**src/rtl/grahzm8_loader.sv**
```systemverilog
// grahzm8_loader: framed byte-stream loader for the Grahzm8 program memory.
// Frame: SYNC(A5) BASE LEN payload[LEN] CHK, valid when the byte sum of
// BASE..CHK is zero mod 256. The CPU is held in reset from SYNC until a
// frame verifies.
//
// state  | meaning
// -------+----------------------------------------------------------
// IDLE   | hunting for SYNC; other bytes are accepted and dropped
// BASE   | next byte is the start address
// LEN    | next byte is the payload length (0 = 256)
// DATA   | payload bytes are written to memory as they arrive
// CHK    | next byte is the checksum; verdict is taken on its edge
// FIN    | one-cycle verdict slot, input stalled
module grahzm8_loader #(
  parameter int    UUID    = 0,
  parameter string NAME    = "",
  parameter int    TIMEOUT = 1024
) (
  input  logic       clk,
  input  logic       rst,
  input  logic       in_valid,
  input  logic [7:0] in_data,
  output logic       in_ready,
  output logic       prog_we,
  output logic [7:0] prog_addr,
  output logic [7:0] prog_wdata,
  output logic       cpu_hold,
  output logic       done,
  output logic       err,
  output logic [1:0] err_code
);

  typedef enum logic [2:0] {
    S_IDLE, S_BASE, S_LEN, S_DATA, S_CHK, S_FIN
  } state_t;

  // The idle counter only has to hold 0..TIMEOUT-1: the edge that would
  // reach TIMEOUT is the timeout itself.
  localparam int TW = (TIMEOUT > 1) ? $clog2(TIMEOUT) : 1;
  localparam logic [TW-1:0] TLAST = (TIMEOUT > 0) ? TW'(TIMEOUT - 1) : '0;

  state_t      state, state_d;
  logic [7:0]  ptr, ptr_d;
  logic [8:0]  cnt, cnt_d;
  logic [7:0]  sum, sum_d;
  logic [TW-1:0] tcnt, tcnt_d;
  logic        ready_d, we_d, hold_d, done_d, err_d;
  logic [7:0]  addr_d, wdata_d;
  logic [1:0]  code_d;
  logic        accept, timed;
  logic [7:0]  sum_chk;

  // Identification parameters carry no hardware; keep them referenced.
  logic unused_ident;
  assign unused_ident = (UUID != 0) ^ (NAME != "");

  assign accept  = in_valid & in_ready;
  assign sum_chk = sum + in_data;

  // Next-state, datapath and registered-output decode.
  always_comb begin
    state_d = state;
    ptr_d   = ptr;
    cnt_d   = cnt;
    sum_d   = sum;
    tcnt_d  = '0;
    we_d    = 1'b0;
    addr_d  = prog_addr;
    wdata_d = prog_wdata;
    hold_d  = cpu_hold;
    done_d  = 1'b0;
    err_d   = 1'b0;
    code_d  = err_code;
    timed   = 1'b0;
    case (state)
      S_IDLE: begin
        if (accept && in_data == 8'hA5) begin
          state_d = S_BASE;
          code_d  = 2'b00;
          hold_d  = 1'b1;
        end
      end
      S_BASE: begin
        timed = 1'b1;
        if (accept) begin
          ptr_d   = in_data;
          sum_d   = in_data;
          state_d = S_LEN;
        end
      end
      S_LEN: begin
        timed = 1'b1;
        if (accept) begin
          cnt_d   = (in_data == 8'h00) ? 9'd256 : {1'b0, in_data};
          sum_d   = sum_chk;
          state_d = S_DATA;
        end
      end
      S_DATA: begin
        timed = 1'b1;
        if (accept) begin
          we_d    = 1'b1;
          addr_d  = ptr;
          wdata_d = in_data;
          ptr_d   = ptr + 8'd1;
          sum_d   = sum_chk;
          cnt_d   = cnt - 9'd1;
          if (cnt == 9'd1) state_d = S_CHK;
        end
      end
      S_CHK: begin
        timed = 1'b1;
        if (accept) begin
          sum_d   = sum_chk;
          state_d = S_FIN;
          // Verdict registered here so it is visible throughout FIN.
          if (sum_chk == 8'h00) begin
            done_d = 1'b1;
            hold_d = 1'b0;
          end else begin
            err_d  = 1'b1;
            code_d = 2'b01;
          end
        end
      end
      S_FIN:   state_d = S_IDLE;
      default: state_d = S_IDLE;
    endcase
    // An accepted byte always clears the counter, so it wins over a
    // timeout falling on the same edge.
    if (timed && !accept && TIMEOUT != 0) begin
      if (tcnt == TLAST) begin
        err_d   = 1'b1;
        code_d  = 2'b10;
        hold_d  = 1'b1;
        state_d = S_IDLE;
      end else begin
        tcnt_d = tcnt + TW'(1);
      end
    end
    ready_d = (state_d != S_FIN);
  end

  // State and output registers; reset drops any in-flight write strobe.
  always_ff @(posedge clk or negedge rst) begin
    if (!rst) begin
      state      <= S_IDLE;
      ptr        <= 8'h00;
      cnt        <= 9'd0;
      sum        <= 8'h00;
      tcnt       <= '0;
      in_ready   <= 1'b0;
      prog_we    <= 1'b0;
      prog_addr  <= 8'h00;
      prog_wdata <= 8'h00;
      cpu_hold   <= 1'b1;
      done       <= 1'b0;
      err        <= 1'b0;
      err_code   <= 2'b00;
    end else begin
      state      <= state_d;
      ptr        <= ptr_d;
      cnt        <= cnt_d;
      sum        <= sum_d;
      tcnt       <= tcnt_d;
      in_ready   <= ready_d;
      prog_we    <= we_d;
      prog_addr  <= addr_d;
      prog_wdata <= wdata_d;
      cpu_hold   <= hold_d;
      done       <= done_d;
      err        <= err_d;
      err_code   <= code_d;
    end
  end

endmodule

```
**config.mk**
```make
export PLATFORM = sky130hd
export DESIGN_NAME = grahzm8_loader
export DESIGN_NICKNAME = d
export VERILOG_FILES = /design/src/rtl/grahzm8_loader.sv
export SDC_FILE = /design/constraint.sdc
export NUM_CORES = 1
export LEC_CHECK = 0
export CORE_ASPECT_RATIO = 0.7
export CORE_MARGIN = 2
export CORE_UTILIZATION = 30
export DETAILED_ROUTE_END_ITERATION = 12
export GPL_ROUTABILITY_DRIVEN = 0
export PLACE_DENSITY = 0.53
export RECOVER_POWER = 25
export REMOVE_ABC_BUFFERS = 1
export SLEW_MARGIN = 20
export SYNTH_ARGS = -nofsm -noshare
export SYNTH_HDL_FRONTEND = slang
export SYNTH_SLANG_ARGS = --single-unit
```
**constraint.sdc**
```tcl
create_clock -name clk -period 2.7 [get_ports clk]
set_input_delay 0.27 -clock clk [delete_from_list [all_inputs] [get_ports clk]]
set_output_delay 0.27 -clock clk [all_outputs]
set_load 0.02 [all_outputs]
```
==> impl_metrics.env <==
export IMPL_cts_resized=0
export IMPL_grt_ovfl_total=0
export IMPL_critPathArrivalTime_ns=2.53
export IMPL_grt_util_all_layers_pct=14.3
export IMPL_numCtsBuffers=9
export IMPL_rrSetupSlack_ns=0.48
export IMPL_rsz0062_at_grt="no"
export IMPL_finalClockSkew_ns=0.00452
export IMPL_dpl_cell_count=501
export IMPL_rr_worst_depth=9
export IMPL_rows=31
export IMPL_required_ns=2.91
export IMPL_report_final_slew_viol_count=62
export IMPL_fin_util_pct=39.1
export IMPL_finalNonFillerCells=516
export IMPL_synth_cell_area_mm2=0.00322
export IMPL_clk_latency_ns=0.33
export IMPL_worstReg2RegEnd="sum[6]"
export IMPL_wl_met1_mm=4.17
export IMPL_drt_first_pass_iters=4
export IMPL_coreArea_mm2=0.0104
export IMPL_clk_pin_slew_ns=0.05
export IMPL_async_flop_share_pct=100
export IMPL_antenna_found_initial=0
export IMPL_num_fill_cells=1061
export IMPL_grt_pass1_vias=2475
export IMPL_cts_tree="done"
export IMPL_outcome="complete, but fails checks"
export IMPL_die_area_mm2=0.0116
export IMPL_slew_headroom_pct=-2.84
export IMPL_ys_flop_type="dfrtp_1"
export IMPL_numClockSinks=61
export IMPL_insertedDiodeCount=0
export IMPL_ys_ff_latch=61
export IMPL_min_to="sum[4]"
export IMPL_min_delay_start="sum[4]"
export IMPL_htree_levels=3
export IMPL_met2_length_mm=2.92
export IMPL_wl_met3_um=460
export IMPL_endpoint_kind="flip-flop"
export IMPL_ir_drop_v=0.000363
export IMPL_hold_viol_final=0
export IMPL_drtIter0Drc=133
export IMPL_dp_hpwl_mm=5.35
export IMPL_whs_path_depth=2
export IMPL_drc=0
export IMPL_seq_area_frac_synth_pct=47.4
export IMPL_reg2reg_from="sum[0]"
export IMPL_power_density_mw_per_mm2=1090
export IMPL_drt_total_wl_mm=7.64
export IMPL_p_leak_uw=0.00169
export IMPL_maxCapViolations=1
export IMPL_tightest_slew_ns=1.54
export IMPL_start_kind="primary input"
export IMPL_tns_ns=0
export IMPL_nNetsFinal=404
export IMPL_fin_crit_sh_pct=86.0
export IMPL_avgSynthCellArea_um2=9.64
export IMPL_grt_max_degree=62
export IMPL_period_needed_ns=2.32
export IMPL_pin_count=34
export IMPL_clockRootBuffer="clkbuf_16"
export IMPL_area_delta_synth_final_pct=26.1
export IMPL_crit_type="primary input to flip-flop"
export IMPL_clk_path_buf_depth=2
export IMPL_dr_total_vias=2594
export IMPL_fp_dieH_um=90.7
export IMPL_min_path_type="flip-flop to flip-flop"
export IMPL_die_w_um=128
export IMPL_post_drt_via_cell_ratio=5.03
export IMPL_drive_gt1_share_pct=13.5
export IMPL_ys_warnings_count=0
export IMPL_drtAntennaViolNets=0
export IMPL_violations="max-capacitance violations, max-slew violations"
export IMPL_finalHoldWorstSlack_ns=0.491
export IMPL_routed_top_layer="met4"
export IMPL_wl_per_cell_um=14.8
export IMPL_grt_pass1_wl_mm=12.9
export IMPL_synth_edf_count=0
export IMPL_initial_core_util_pct=31.0
export IMPL_syn_inst=334
export IMPL_worst_path_max_fanout=3
export IMPL_timing_fmax_mhz=431
export IMPL_setup_violations=0
export IMPL_synth_distinct_cells=50
export IMPL_numPortBuffers=33
-- cells by family after synthesis --
| family | Yosys count | synth area share, % |
|---|---|---|
| simple gates | 126 | 18.1 |
| compound gates | 77 | 15.2 |
| flops | 61 | 47.4 |
| buf+inv | 21 | 2.76 |
| mux | 21 | 7.23 |
| xor+xnor | 15 | 4.08 |
| fa+ha+maj | 13 | 5.21 |
-- layout by cell type (no fill, tap or decap), types with 3 or more instances in the layout --
| master | count |
|---|---|
| a21oi_1 | 23 |
| a22oi_1 | 3 |
| a31oi_1 | 4 |
| and3_1 | 4 |
| buf_4 | 11 |
| clkbuf_16 | 9 |
| clkbuf_8 | 3 |
| clkdlybuf4s50_1 | 32 |
| dfrtp_1 | 60 |
| ha_1 | 11 |
| inv_1 | 10 |
| mux2_2 | 18 |
| mux2i_1 | 3 |
| nand2_1 | 32 |
| nand3_1 | 17 |
| nand3b_1 | 3 |
| nor2_1 | 39 |
| nor3_1 | 13 |
| nor4_1 | 5 |
| o21ai_0 | 24 |
| o22a_1 | 4 |
| xnor2_1 | 7 |
| xor2_1 | 8 |
-- flip-flops by register name, indices dropped and copies added (netlist names) --
signal      count
prog_addr       8
in_ready        1
cpu_hold        1
err_code        2
ptr             8
state           3
sum             8
done            1
err             1
tcnt           10
prog_wdata      8
cnt             9
prog_we         1
-- how the worst max path moves through the flow --
stage,startpoint,to,slack [ns]
CTS,in_data[0],sum[6],0.38
finish,in_data[0],sum[6],0.38
global route,in_data[0],sum[6],0.19
floorplan,sum[0],sum[6],0.57
global placement,in_data[0],sum[6],0.06
detailed placement,in_data[0],sum[6],0.04
-- where the power goes --
group	switching, µW	internal [µW]	total [µW]
Sequential	248	1220	1470
Combinational	958	823	1780
Clock	381	779	1160
Total	1590	2820	4410
-- worst max-delay path, cell delays in order --
cell and delay [ns]:
clkdlybuf4s50_1 0.49, ha_1 0.18, inv_1 0.06, fa_1 0.39, nand2b_1 0.18, a21oi_1 0.18
nor4_1 0.08, a311oi_2 0.30, o21ai_0 0.13, mux2_2 0.26
-- synthesized netlist by cell type, types with 2 or more instances --
| cell type | number | area, µm² |
|---|---|---|
| mux2_2 | 18 | 203 |
| xnor2_1 | 7 | 61.3 |
| or3_1 | 2 | 12.5 |
| a41oi_1 | 2 | 17.5 |
| a22o_1 | 2 | 17.5 |
| nor2_1 | 39 | 146 |
| nand3b_1 | 3 | 22.5 |
| o221ai_1 | 2 | 17.5 |
| o21ai_0 | 24 | 120 |
| nand4_1 | 2 | 12.5 |
| nor4_1 | 5 | 31.3 |
| and3_1 | 4 | 25.0 |
| o22a_1 | 4 | 35.0 |
| and2_1 | 2 | 12.5 |
| nand2b_1 | 2 | 12.5 |
| a31oi_1 | 4 | 25.0 |
| clkbuf_1 | 4 | 15.0 |
| inv_1 | 10 | 37.5 |
| nand2_1 | 32 | 120 |
| ha_1 | 11 | 138 |
| nor3_1 | 13 | 65.1 |
| buf_2 | 5 | 25.0 |
| xor2_1 | 8 | 70.1 |
| a22oi_1 | 3 | 22.5 |
| mux2i_1 | 3 | 30.0 |
| dfrtp_1 | 60 | 1500 |
| o22ai_1 | 2 | 12.5 |
| a21oi_1 | 23 | 115 |
| nand3_1 | 17 | 85.1 |
-- timing repair --
item | in CTS | in global routing
setup buffers | 0 | 0
hold buffers | 1 | 0
endpoints found under the hold margin | 60 | 0
-- layer usage --
metal | GRT usage [%] | up-vias
met5 | 0 | -
met4 | 3.75 | 0
met3 | 5.09 | 11
met2 | 18.9 | 55
met1 | 21.7 | 1239
li1 | - | 1289
-- metrics by stage --
| stage | power, µW | setup slack, ns | instance area [µm²] |
|---|---|---|---|
| after global placement | 3220 | 0.0555 | 3770 |
| after detailed placement | 3260 | 0.0427 | 3770 |
| after global routing | 4760 | 0.192 | 4060 |
| after CTS | 4450 | 0.375 | 4080 |
| final | 4410 | 0.378 | 4060 |
| after floorplan | 2670 | 0.574 | 3170 |
-- cell type report --
| class | count | area (µm²) | share of cell area (%) |
|---|---|---|---|
| clock inverters | 1 | 30.0 | 0.739 |
| inverters | 11 | 41.3 | 1.02 |
| flip-flops and latches | 61 | 1530 | 37.6 |
| repair buffers | 46 | 423 | 10.4 |
| well taps | 132 | 165 | 4.07 |
| multi-input cells | 252 | 1600 | 39.5 |
| clock buffers | 13 | 270 | 6.65 |
Note: power is estimated with default switching activity, not from simulation.
==> edit, RTL diff (config.mk and constraints unchanged) <==
Re-encode `state_t` (6 states) as one-hot, 6 bits wide.
--- a/src/rtl/grahzm8_loader.sv
+++ b/src/rtl/grahzm8_loader.sv
@@ -31,6 +31,6 @@
 );
 
-  typedef enum logic [2:0] {
-    S_IDLE, S_BASE, S_LEN, S_DATA, S_CHK, S_FIN
+  typedef enum logic [5:0] {
+    S_IDLE = 6'b000001, S_BASE = 6'b000010, S_LEN = 6'b000100, S_DATA = 6'b001000, S_CHK = 6'b010000, S_FIN = 6'b100000
   } state_t;
 
Formal check against the unedited RTL: no difference found for any inputs over 4 cycles, from zero or initial values and one cycle with rst low; so few cycles prove little.
==> edit against the unedited design <==
Sequential share of layout area fell by 2.0 points. Critical path depth did not move. Utilization fell by 0.55 points. Final area rose by 11%. Setup slack got worse by 0.13 ns. Area after synthesis rose by 12%. Routed wire length rose by 22%. Sequential cell count rose by 3. Maximum frequency fell by 5.5%. Critical endpoint is now err$_DFF_PN0_.
Power is not compared: it rests on default switching activity, and its combinational part moved more than twofold at a synthesized area within 25%.
==> edit: results (changes against the unedited design) <==
| Metric | Value |
|---|---|
| Area after DPL | 0.004154 mm² (was 0.003766 mm²) |
| Met3 WL post-DR | 512 µm (was 460 µm) |
| Compound-Gate Fraction of Synth Area | 0.1724 (was 0.1519) |
| Share of cells above drive strength 1 | 0.1032 (was 0.1354) |
| Final WL | 9.330 mm (was 7.635 mm) |
| WL met2 | 3.890 mm (was 2.918 mm) |
| CP endpoint | err$_DFF_PN0_ (was sum[6]$_DFFE_PN0P_) |
| Status | completed (was finished with violations) |
| Clk_skew | 0.005200 ns (was 0.004516 ns) |
| Setup WS pre-CTS | -0.08312 ns (was 0.04271 ns) |
| Fin crit period | 2.455 ns (was 2.322 ns) |
| Main area contributors after synthesis | dfrtp_1, nand2_1, nor2_1, ha_1, a21oi_1 (was dfrtp_1, mux2_2, nor2_1, ha_1, o21ai_0) |
| Slowest CP cell | a2111oi_0 (was clkdlybuf4s50_1) |
| Rel. slew slack | 0.2749 (was -0.02840) |
| Post-DR wirelength/cell | 15.00 µm (was 14.80 µm) |
| Mux share of post-synthesis cell area | 0.01147 (was 0.07226) |
| Hold Startpoint | prog_wdata[3]$_DFFE_PN0P_ (was sum[4]$_DFFE_PN0P_) |
| Arrival @ worst endpoint | 2.70 ns (was 2.53 ns) |
| Placed Cells | 605 (was 501) |
| Adder-cell area share of the yosys netlist | 0.04380 (was 0.05206) |
| Starting DRT DRC Count | 168 (was 133) |
| Post-Synth XOR/XNOR Area | 0.04380 (was 0.04079) |
| Wl on met1 | 4.817 mm (was 4.166 mm) |
| Largest net degree at the start of global routing | 28 (was 62) |
| GRT Overall Usage | 0.1569 (was 0.1430) |
| DR vias | 3134 (was 2594) |
| Detailed Routing Iterations Pass 1 | 5 (was 4) |
| CP max stage delay | 0.52 ns (was 0.49 ns) |
| Nets | 483 (was 404) |
| First-pass GRT wire length | 15.59 mm (was 12.94 mm) |
| Detailed placement HPWL | 6.771 mm (was 5.349 mm) |
## edit: timing repair
item                                    CTS  global route
endpoints found under the hold margin    15             0
resized for setup                         0             1
hold buffers                              1             0
endpoints found under the setup margin    0             1
## edit: cell type report
cell class | count | area (µm²)
Timing Repair Buffer | 52 | 466.7
Inverter | 16 | 60.06
Fill cell | 1156 | 7184
Multi-Input combinational cell | 317 | 1839
Tap cell | 157 | 196.4
Clock inverter | 2 | 60.06
Sequential cell | 64 | 1604
Clock buffer | 14 | 274.0
## edit: critical path, delay by kind of cell
family,cells,cell delay (ns)
adder cells (fa/ha/maj),2,0.57
buffers and inverters,3,0.70
AO/OA/AOI/OAI,3,0.79
AND/OR/NAND/NOR,2,0.35
## edit: layer usage
metal | vias to the layer above | global-route usage
met4 | 0 | 0.04912
met5 | - | 0
met2 | 84 | 0.2348
li1 | 1545 | -
met3 | 10 | 0.04359
met1 | 1495 | 0.2198
